[src/rtl/wb_port_arbiter.sv]
// Round-robin write-port arbiter: three requesters share one register-file
// write port, with a one-cycle registered write and a hold input that blocks grants.
module wb_port_arbiter #(
    parameter int          DATA_W   = 64,
    parameter logic [3:0]  ZERO_REG = 4'hF
) (
    input  logic              clk,
    input  logic              reset_n,
    input  logic [2:0]        req_valid,
    input  logic [3:0]        req_addr0,
    input  logic [3:0]        req_addr1,
    input  logic [3:0]        req_addr2,
    input  logic [DATA_W-1:0] req_data0,
    input  logic [DATA_W-1:0] req_data1,
    input  logic [DATA_W-1:0] req_data2,
    output logic [2:0]        req_ready,
    input  logic              hold,
    output logic [15:0]       wr_en,
    output logic [DATA_W-1:0] wr_data,
    output logic [1:0]        wr_src,
    output logic [1:0]        state
);

    typedef enum logic [1:0] {
        ST_IDLE   = 2'b00,
        ST_ACTIVE = 2'b01,
        ST_HELD   = 2'b10
    } state_e;

    state_e              state_q;
    state_e              state_d;
    logic [1:0]          rr_ptr_q;
    logic [1:0]          rr_ptr_d;
    logic [15:0]         wr_en_q;
    logic [15:0]         wr_en_d;
    logic [DATA_W-1:0]   wr_data_q;
    logic [DATA_W-1:0]   wr_data_d;
    logic [1:0]          wr_src_q;
    logic [1:0]          wr_src_d;

    logic                win_found;
    logic [1:0]          win_idx;
    logic                any_valid;
    logic                xfer;
    logic [3:0]          sel_addr;
    logic [DATA_W-1:0]   sel_data;

    assign any_valid = |req_valid;

    // Round-robin search starting at rr_ptr, wrapping modulo 3.
    always_comb begin
        win_found = 1'b0;
        win_idx   = 2'd0;
        unique case (rr_ptr_q)
            2'd1: begin
                if (req_valid[1]) begin
                    win_found = 1'b1;
                    win_idx   = 2'd1;
                end else if (req_valid[2]) begin
                    win_found = 1'b1;
                    win_idx   = 2'd2;
                end else if (req_valid[0]) begin
                    win_found = 1'b1;
                    win_idx   = 2'd0;
                end
            end
            2'd2: begin
                if (req_valid[2]) begin
                    win_found = 1'b1;
                    win_idx   = 2'd2;
                end else if (req_valid[0]) begin
                    win_found = 1'b1;
                    win_idx   = 2'd0;
                end else if (req_valid[1]) begin
                    win_found = 1'b1;
                    win_idx   = 2'd1;
                end
            end
            default: begin
                if (req_valid[0]) begin
                    win_found = 1'b1;
                    win_idx   = 2'd0;
                end else if (req_valid[1]) begin
                    win_found = 1'b1;
                    win_idx   = 2'd1;
                end else if (req_valid[2]) begin
                    win_found = 1'b1;
                    win_idx   = 2'd2;
                end
            end
        endcase
    end

    // Grant only the winner; reset and hold both block every grant.
    always_comb begin
        xfer      = reset_n & ~hold & win_found;
        req_ready = 3'b000;
        if (xfer) begin
            req_ready = 3'b001 << win_idx;
        end
    end

    // Route the winner's destination and data toward the capture flops.
    always_comb begin
        sel_addr = req_addr0;
        sel_data = req_data0;
        unique case (win_idx)
            2'd1: begin
                sel_addr = req_addr1;
                sel_data = req_data1;
            end
            2'd2: begin
                sel_addr = req_addr2;
                sel_data = req_data2;
            end
            default: begin
                sel_addr = req_addr0;
                sel_data = req_data0;
            end
        endcase
    end

    // Next write-port contents and pointer; wr_en pulses one cycle per transfer.
    always_comb begin
        wr_en_d   = 16'h0000;
        wr_data_d = wr_data_q;
        wr_src_d  = wr_src_q;
        rr_ptr_d  = rr_ptr_q;
        if (xfer) begin
            wr_data_d = sel_data;
            wr_src_d  = win_idx;
            rr_ptr_d  = (win_idx == 2'd2) ? 2'd0 : win_idx + 2'd1;
            if (sel_addr != ZERO_REG) begin
                wr_en_d = 16'h0001 << sel_addr;
            end
        end
    end

    // FSM next state from the current request and hold inputs.
    always_comb begin
        state_d = ST_IDLE;
        if (any_valid) begin
            state_d = hold ? ST_HELD : ST_ACTIVE;
        end
    end

    // FSM state register.
    always_ff @(posedge clk) begin
        if (!reset_n) begin
            state_q <= ST_IDLE;
        end else begin
            state_q <= state_d;
        end
    end

    // Write-port and round-robin pointer registers.
    always_ff @(posedge clk) begin
        if (!reset_n) begin
            wr_en_q   <= 16'h0000;
            wr_data_q <= '0;
            wr_src_q  <= 2'd0;
            rr_ptr_q  <= 2'd0;
        end else begin
            wr_en_q   <= wr_en_d;
            wr_data_q <= wr_data_d;
            wr_src_q  <= wr_src_d;
            rr_ptr_q  <= rr_ptr_d;
        end
    end

    assign wr_en   = wr_en_q;
    assign wr_data = wr_data_q;
    assign wr_src  = wr_src_q;
    assign state   = state_q;

endmodule

[config.mk]
export PLATFORM = sky130hd
export DESIGN_NAME = wb_port_arbiter
export DESIGN_NICKNAME = d
export VERILOG_FILES = /design/src/rtl/wb_port_arbiter.sv
export SDC_FILE = /design/constraint.sdc
export NUM_CORES = 1
export LEC_CHECK = 0
export ABC_AREA = 0
export CELL_PAD_IN_SITES_DETAIL_PLACEMENT = 1
export CELL_PAD_IN_SITES_GLOBAL_PLACEMENT = 2
export CORE_MARGIN = 1.5
export CORE_UTILIZATION = 19
export DETAILED_ROUTE_END_ITERATION = 10
export GPL_ROUTABILITY_DRIVEN = 0
export HOLD_SLACK_MARGIN = 0.03
export PLACE_DENSITY = 0.87
export SLEW_MARGIN = 20
export SYNTH_ARGS = -nofsm -noshare
export SYNTH_HDL_FRONTEND = slang
export SYNTH_SLANG_ARGS = --single-unit
[constraint.sdc]
create_clock -name clk -period 5.9 [get_ports clk]
set_clock_uncertainty 0.05 [all_clocks]
set_input_delay 1.18 -clock clk [delete_from_list [all_inputs] [get_ports clk]]
set_output_delay 1.18 -clock clk [all_outputs]
set_load 0.02 [all_outputs]
==> summary.md, run 1 <==
| Metric | Value |
|---|---|
| Vias | `approximately 4900` |
| Worst-Margin Slew | `0.923 ns` |
| Post-synth EDFFs | `0` |
| Max-cap violations | `0` |
| Synth-to-Final Area Change | `81.2%` |
| Sequential share of the synthesized area | `39.8%` |
| WP data arrival | `3.42 ns` |
| PortBufs | `296` |
| DRC viols | `0` |
| Area of the die | `between 20000 and 25000 um^2` |
| Clk sink count | `86` |
| Vias in the first global route | `4997` |
| Outcome | `finished clean` |
| Most frequent CP cell | `clkdlybuf4s50_1` |
| Nets | `roughly 1000` |
| Worst Slack Setup Final | `1.25 ns` |
| Initial DRC count | `197` |
| Most frequent cell after synthesis | `nand2_1` |
| Die height | `roughly 150 um` |
| Hold crit path type | `flop to flop` |
| Final ANT Viol Nets | `0` |
| Slew headroom | `38.4%` |
| Async SR Flop Fraction | `0%` |
| Final instance area | `about 7800 um^2` |
| Slowest cell on crit path | `clkdlybuf4s50_1` |
| CTS Buffer Depth | `2` |
| Fin Setup TNS | `0 ns` |
| Fraction of layout cells with a size suffix above 1 | `4.09%` |
| Ys Warns | `0` |
| Final hold vios | `0` |
| WP buf/inv | `3` |
| Hold Buf Count CTS | `0` |
| Worst path required time | `4.67 ns` |
| Syn Std Cell Area | `4330 um^2` |
| Root buf cell | `clkbuf_16` |
| Commonest register cell after synthesis | `dfxtp_1` |
| GRT Overall Usage | `15.3%` |
| Clock transition at path regs | `0.06 ns` |
| Type of origin of the critical path | `primary input` |
| Distinct cell type count after synthesis | `26` |
| GRT overflow | `0` |
| Fmax | `between 200 and 250 MHz` |
| Pin count of the biggest net entering global routing | `69` |
| Die X | `roughly 150 um` |
| CP Cell Sequence | `clkdlybuf4s50_1, nand2b_1, a21oi_1, o21ai_1, inv_1, ha_2, and2_1, clkdlybuf4s50_1` |
| CTS resizes | `0` |
| Initial core utilization | `just under 20%` |
| Power Density | `222 nW/um^2` |
| First-pass GRT wire length | `between 20 and 30 mm` |
| Post-synthesis register bit count | `86` |
| Via density | `4.53` |
| Min Tclk post-route | `4.65 ns` |
| Drt wl/cell | `16.7 um` |
| Cell family with most CP delay | `buffers and inverters` |
| CTS tree | `yes` |
| Max VDD drop | `83.7 uV` |
| Dpl ws | `1.18 ns` |
| Site Rows | `55` |
| Final HPWL DP | `13.3 mm` |
| Cells after Synth | `approximately 540` |
| Top cell type's share of synthesized area | `39.8%` |
| Core area | `about 23000 um^2` |
| Crit-path max FO | `5` |
| Fin crit share | `between 70% and 80%` |
| Most common library cells after synthesis | `137 x nand2_1, 86 x dfxtp_1, 68 x a22oi_1, 67 x a21boi_1, 64 x o211ai_1` |
| Worst path max stage delay | `0.56 ns` |
| Ant diodes | `0` |
| H-tree levels | `3` |
| Worst skew pair latency | `0.34 ns` |
| TritonCTS Buffers | `9` |
| Final setup viols | `0` |
| Crit. End Element | `output pin` |
| Post-CTS Setup Bufs | `0` |
| Area leader, netlist | `dfxtp_1` |
| I/O pins | `slightly below 300` |
| Total Wirelength | `between 15 and 20 mm` |
| Synth Area per Inst | `~8 um^2` |
| Largest cells by area after synthesis | `dfxtp_1 40%, nand2_1 12%, a22oi_1 12%` |
| Drt first pass iters | `4` |
| Mapped Nets | `756` |
| Area post-placement | `7520 um^2` |
| Slew Limit Fails | `0` |
| Crit path kind | `primary input to output pin` |
| RSZ-0062 raised after global routing | `no` |
| Pleak | `0.00269 uW` |
| Initial antenna violation count | `0` |
==> flip-flops by register name (all words and copies together) (netlist names) <==
name	flops
rr_ptr_q	2
state	2
wr_data	64
wr_en	16
wr_src	2
==> through the flow <==
step                hold WS, ns  utilization [%]  total power, uW  std cells
floorplan                 0.402                -              872        539
finish                    0.402             34.8             1740       1091
global placement          0.390             33.4             1140       1075
CTS                       0.404             34.8             1780       1091
detailed placement        0.394             33.4             1150       1075
global route              0.423             34.8             1850       1091
==> where the power goes <==
part | internal [uW] | switching, uW | leakage, uW | total, uW
combinational | 255 | 241 | 0.00183 | 496
sequential | 614 | 16.0 | 0.000700 | 630
clock | 339 | 275 | 0.000151 | 614
==> cell families after synthesis <==
logic type	count (synthesis)	share of synthesized area (%)
buffers and inverters	59	5.49
and+or+nand+nor	174	16.2
DFF	86	39.8
other	1	0.0867
adders and majority gates	7	2.02
AOI/OAI and AO/OA	212	36.4
==> final cells by class <==
type	instances	area (um^2)
well taps	285	357
multi-input cells	394	2390
clock buffers	9	225
fillers	2645	14700
inverters	6	22.5
repair buffers	304	3030
flip-flops and latches	86	1720
clock inverters	7	91.3
==> cells in the final DEF (no fill, tap or decap), types with 3 or more instances in the layout <==
cell               n
a21oi_1            6
o211ai_1          64
nand2_1          137
a21boi_1          67
and2_1             3
a21o_1             3
dfxtp_1           86
buf_4              7
clkdlybuf4s50_1  295
ha_1               4
inv_1              6
nand3_1            3
o21ai_1            3
nor2_1            21
a22oi_1           68
clkbuf_16          9
==> final timing paths <==
path              depth (start not counted)  slack (ns)    startpoint           end
setup / recovery                          8        1.25  req_valid[2]  req_ready[1]
hold reg to reg                           2        0.40   wr_data[49]   wr_data[49]
setup reg to reg                         10        2.40   rr_ptr_q[0]      wr_en[6]
hold / removal                            2        0.40   wr_data[49]   wr_data[49]
==> tightest hold or removal path: cells and delay by family, from the launching register on <==
| family | cells | cell delay, ns |
|---|---|---|
| AO/OA/AOI/OAI | 1 | 0.05 |
| AND/OR/NAND/NOR | 1 | 0.05 |
| flip-flops | 1 | 0.31 |
==> routing by layer <==
| metal | up-vias | routed length, um | track usage [%] |
|---|---|---|---|
| met3 | 21 | 1340 | 4.54 |
| li1 | 2449 | - | - |
| met1 | 2290 | 7680 | 17.6 |
| met4 | 0 | 365 | 5.46 |
| met5 | - | 0 | 0 |
| met2 | 183 | 8840 | 26.6 |
Note: power is estimated with default switching activity, not from simulation.
==> inputs of run 2 (changes only) <==
- CORE_UTILIZATION: 19 -> 16
- PLACE_DENSITY: 0.87 -> 0.79
- clock period: 5.9 -> 4 ns (I/O delays scaled with it)
==> run 2 against run 1 <==
Power grew 44%. Via count shrank 0.47%. Flip-flop and latch count did not move. Register-to-register slack lost 1.7 ns. Global-route usage shrank 1.6 points. Non-clock buffer count up 6. Setup slack got worse by 1.1 ns. Core utilization down 5.2 points. Die area is 18% higher. Routed wire length up 4.1%. Clock power increased by 37%. Cell count rose by 5.7%.
==> summary.md, run 2 (synthesis results as in run 1) <==
| Metric | Value |
|---|---|
| Outcome | `finished clean (unchanged)` |
| Synth-to-Final Area Change | `83.1% (was 81.2%)` |
| Non-Filler Instances | `1153 (was 1091)` |
| Crit. End Element | `output pin (unchanged)` |
| Slew Limit Fails | `0 (unchanged)` |
| Worst skew pair latency | `0.34 ns (about the same)` |
| Final hold vios | `0 (unchanged)` |
| Vias in the first global route | `5183 (was 4997)` |
| Clock transition at path regs | `0.07 ns (was 0.06 ns)` |
| Hold slack | `0.400 ns (was 0.402 ns)` |
| Crit path kind | `primary input to output pin (unchanged)` |
| Drt wl/cell | `16.5 um (was 16.7 um)` |
| Fin Setup TNS | `0 ns (unchanged)` |
| Most common cell after layout, fill and taps aside | `clkdlybuf4s50_1 (unchanged)` |
| Worst hold path cell count | `2 (unchanged)` |
| Final HPWL DP | `14.2 mm (was 13.3 mm)` |
| Dpl cells | `1137 (was 1075)` |
| Fillers | `3165 (was 2645)` |
| H-tree levels | `3 (unchanged)` |
| GRT Overall Usage | `13.6% (was 15.3%)` |
| Post-CTS Setup Bufs | `0 (unchanged)` |
| Final ANT Viol Nets | `0 (unchanged)` |
| Area of the multi-input gates | `2390 um^2 (unchanged)` |
| Fmax | `261 MHz` |
| I/O pins | `297 (unchanged)` |
| Max VDD drop | `219 uV (was 83.7 uV)` |
| Die X | `167 um (was 154 um)` |
| Hold crit path type | `flop to flop (unchanged)` |
| WP data arrival | `2.98 ns (was 3.42 ns)` |
| Final setup viols | `0 (unchanged)` |
| Crit-path max FO | `4 (was 5)` |
| PortBufs | `296 (unchanged)` |
| Worst path required time | `3.15 ns (was 4.67 ns)` |
| Hold Buf Count CTS | `0 (unchanged)` |
| Register Area | `1720 um^2 (unchanged)` |
| Pin count of the biggest net entering global routing | `69 (unchanged)` |
| Most frequent cells in the layout | `295 x clkdlybuf4s50_1, 137 x nand2_1, 86 x dfxtp_1 (unchanged)` |
| Ant diodes | `0 (unchanged)` |
| Max FFs per register | `64 (unchanged)` |
| RSZ-0062 raised after global routing | `no (unchanged)` |
| Drt first pass iters | `4 (unchanged)` |
| Max-cap violations | `0 (unchanged)` |
| CTS tree | `yes (unchanged)` |
| Pleak | `0.00270 uW (was 0.00269 uW)` |
| CTS resizes | `0 (unchanged)` |
| Slew headroom | `55.9% (was 38.4%)` |
| Die height | `167 um (was 154 um)` |
| DRC viols | `0 (unchanged)` |
| Root buf cell | `clkbuf_16 (unchanged)` |
| Type of origin of the critical path | `primary input (unchanged)` |
| Total Wirelength | `19.0 mm (was 18.2 mm)` |
| Area post-placement | `7630 um^2 (was 7520 um^2)` |
| Via density | `4.27 (was 4.53)` |
| Clk sink count | `86 (unchanged)` |
| GRT overflow | `0 (unchanged)` |
| Initial core utilization | `16.2% (was 19.2%)` |
| Nets | `1024 (was 1018)` |
| Core area | `26700 um^2 (was 22500 um^2)` |
| Area of the die | `28000 um^2 (was 23700 um^2)` |
| TritonCTS Buffers | `9 (unchanged)` |
| Fraction of layout cells with a size suffix above 1 | `4.80% (was 4.09%)` |
| Site Rows | `60 (was 55)` |
| Initial DRC count | `151 (was 197)` |
| Final instance area | `7920 um^2 (was 7840 um^2)` |
| Min Tclk post-route | `3.83 ns` |
| Vias | `4920 (was 4943)` |
| Fin crit share | `between 90% and 100%` |
| Tot Pwr | `2510 uW (was 1740 uW)` |
| Initial antenna violation count | `0 (unchanged)` |
| Worst-Margin Slew | `0.661 ns (was 0.923 ns)` |
| First-pass GRT wire length | `29.5 mm (was 28.3 mm)` |
| CTS Buffer Depth | `2 (unchanged)` |
| Reg2reg path depth | `11 (was 10)` |
| Power Density | `317 nW/um^2 (was 222 nW/um^2)` |
-- run 2: changes by cell type in the layout (fill, tap and decap cells not counted) --
| cell | previous run | this run |
|---|---|---|
| bufinv_16 | 1 | 0 |
| buf_4 | 7 | 14 |
| clkinvlp_4 | 1 | 2 |
| buf_12 | 1 | 0 |
-- run 2: worst max-delay path, stage by stage --
cell,delay [ns]
clkdlybuf4s50_1,0.53
nand2b_1,0.13
a21oi_1,0.08
o21ai_1,0.32
buf_4,0.20
ha_4,0.11
and2_1,0.11
clkdlybuf4s50_1,0.70
-- run 2: through the flow --
| step | util [%] | setup WS, ns |
|---|---|---|
| after CTS | 29.6 | 0.186 |
| final | 29.6 | 0.170 |
| after detailed placement | 28.5 | 0.184 |
| after floorplan | - | 0.783 |
| after global routing | 29.6 | 0.0573 |
| after global placement | 28.5 | 0.250 |
-- run 2: power by group --
part | switching [uW] | internal, uW
sequential | 23.5 | 906
clock | 405 | 437
combinational | 357 | 379
total | 785 | 1720
-- run 2: area by class of cell --
type | count | share of cell area (%)
repair buffers | 310 | 38.7
inverters | 6 | 0.284
flip-flops and latches | 86 | 21.7
multi-input cells | 394 | 30.2
well taps | 341 | 5.39
clock inverters | 7 | 0.869
clock buffers | 9 | 2.84
-- run 2: path summary, 6_finish.rpt --
path / slack, ns / startpoint / endpoint
worst max-delay path: 0.17 / req_valid[2] / req_ready[0]
worst min-delay path: 0.40 / wr_data[10] / wr_data[10]
worst max register to register: 0.75 / rr_ptr_q[0] / wr_data[12]
worst min register to register: 0.40 / wr_data[10] / wr_data[10]
-- run 2: layer usage --
| metal | share of wire (%) | track usage (%) | vias up |
|---|---|---|---|
| met5 | 0 | 0 | - |
| met4 | 0.73 | 2.94 | 0 |
| met3 | 8.3 | 5.18 | 7 |
| met2 | 49 | 24.1 | 179 |
| met1 | 42 | 15.5 | 2275 |
| li1 | - | - | 2459 |
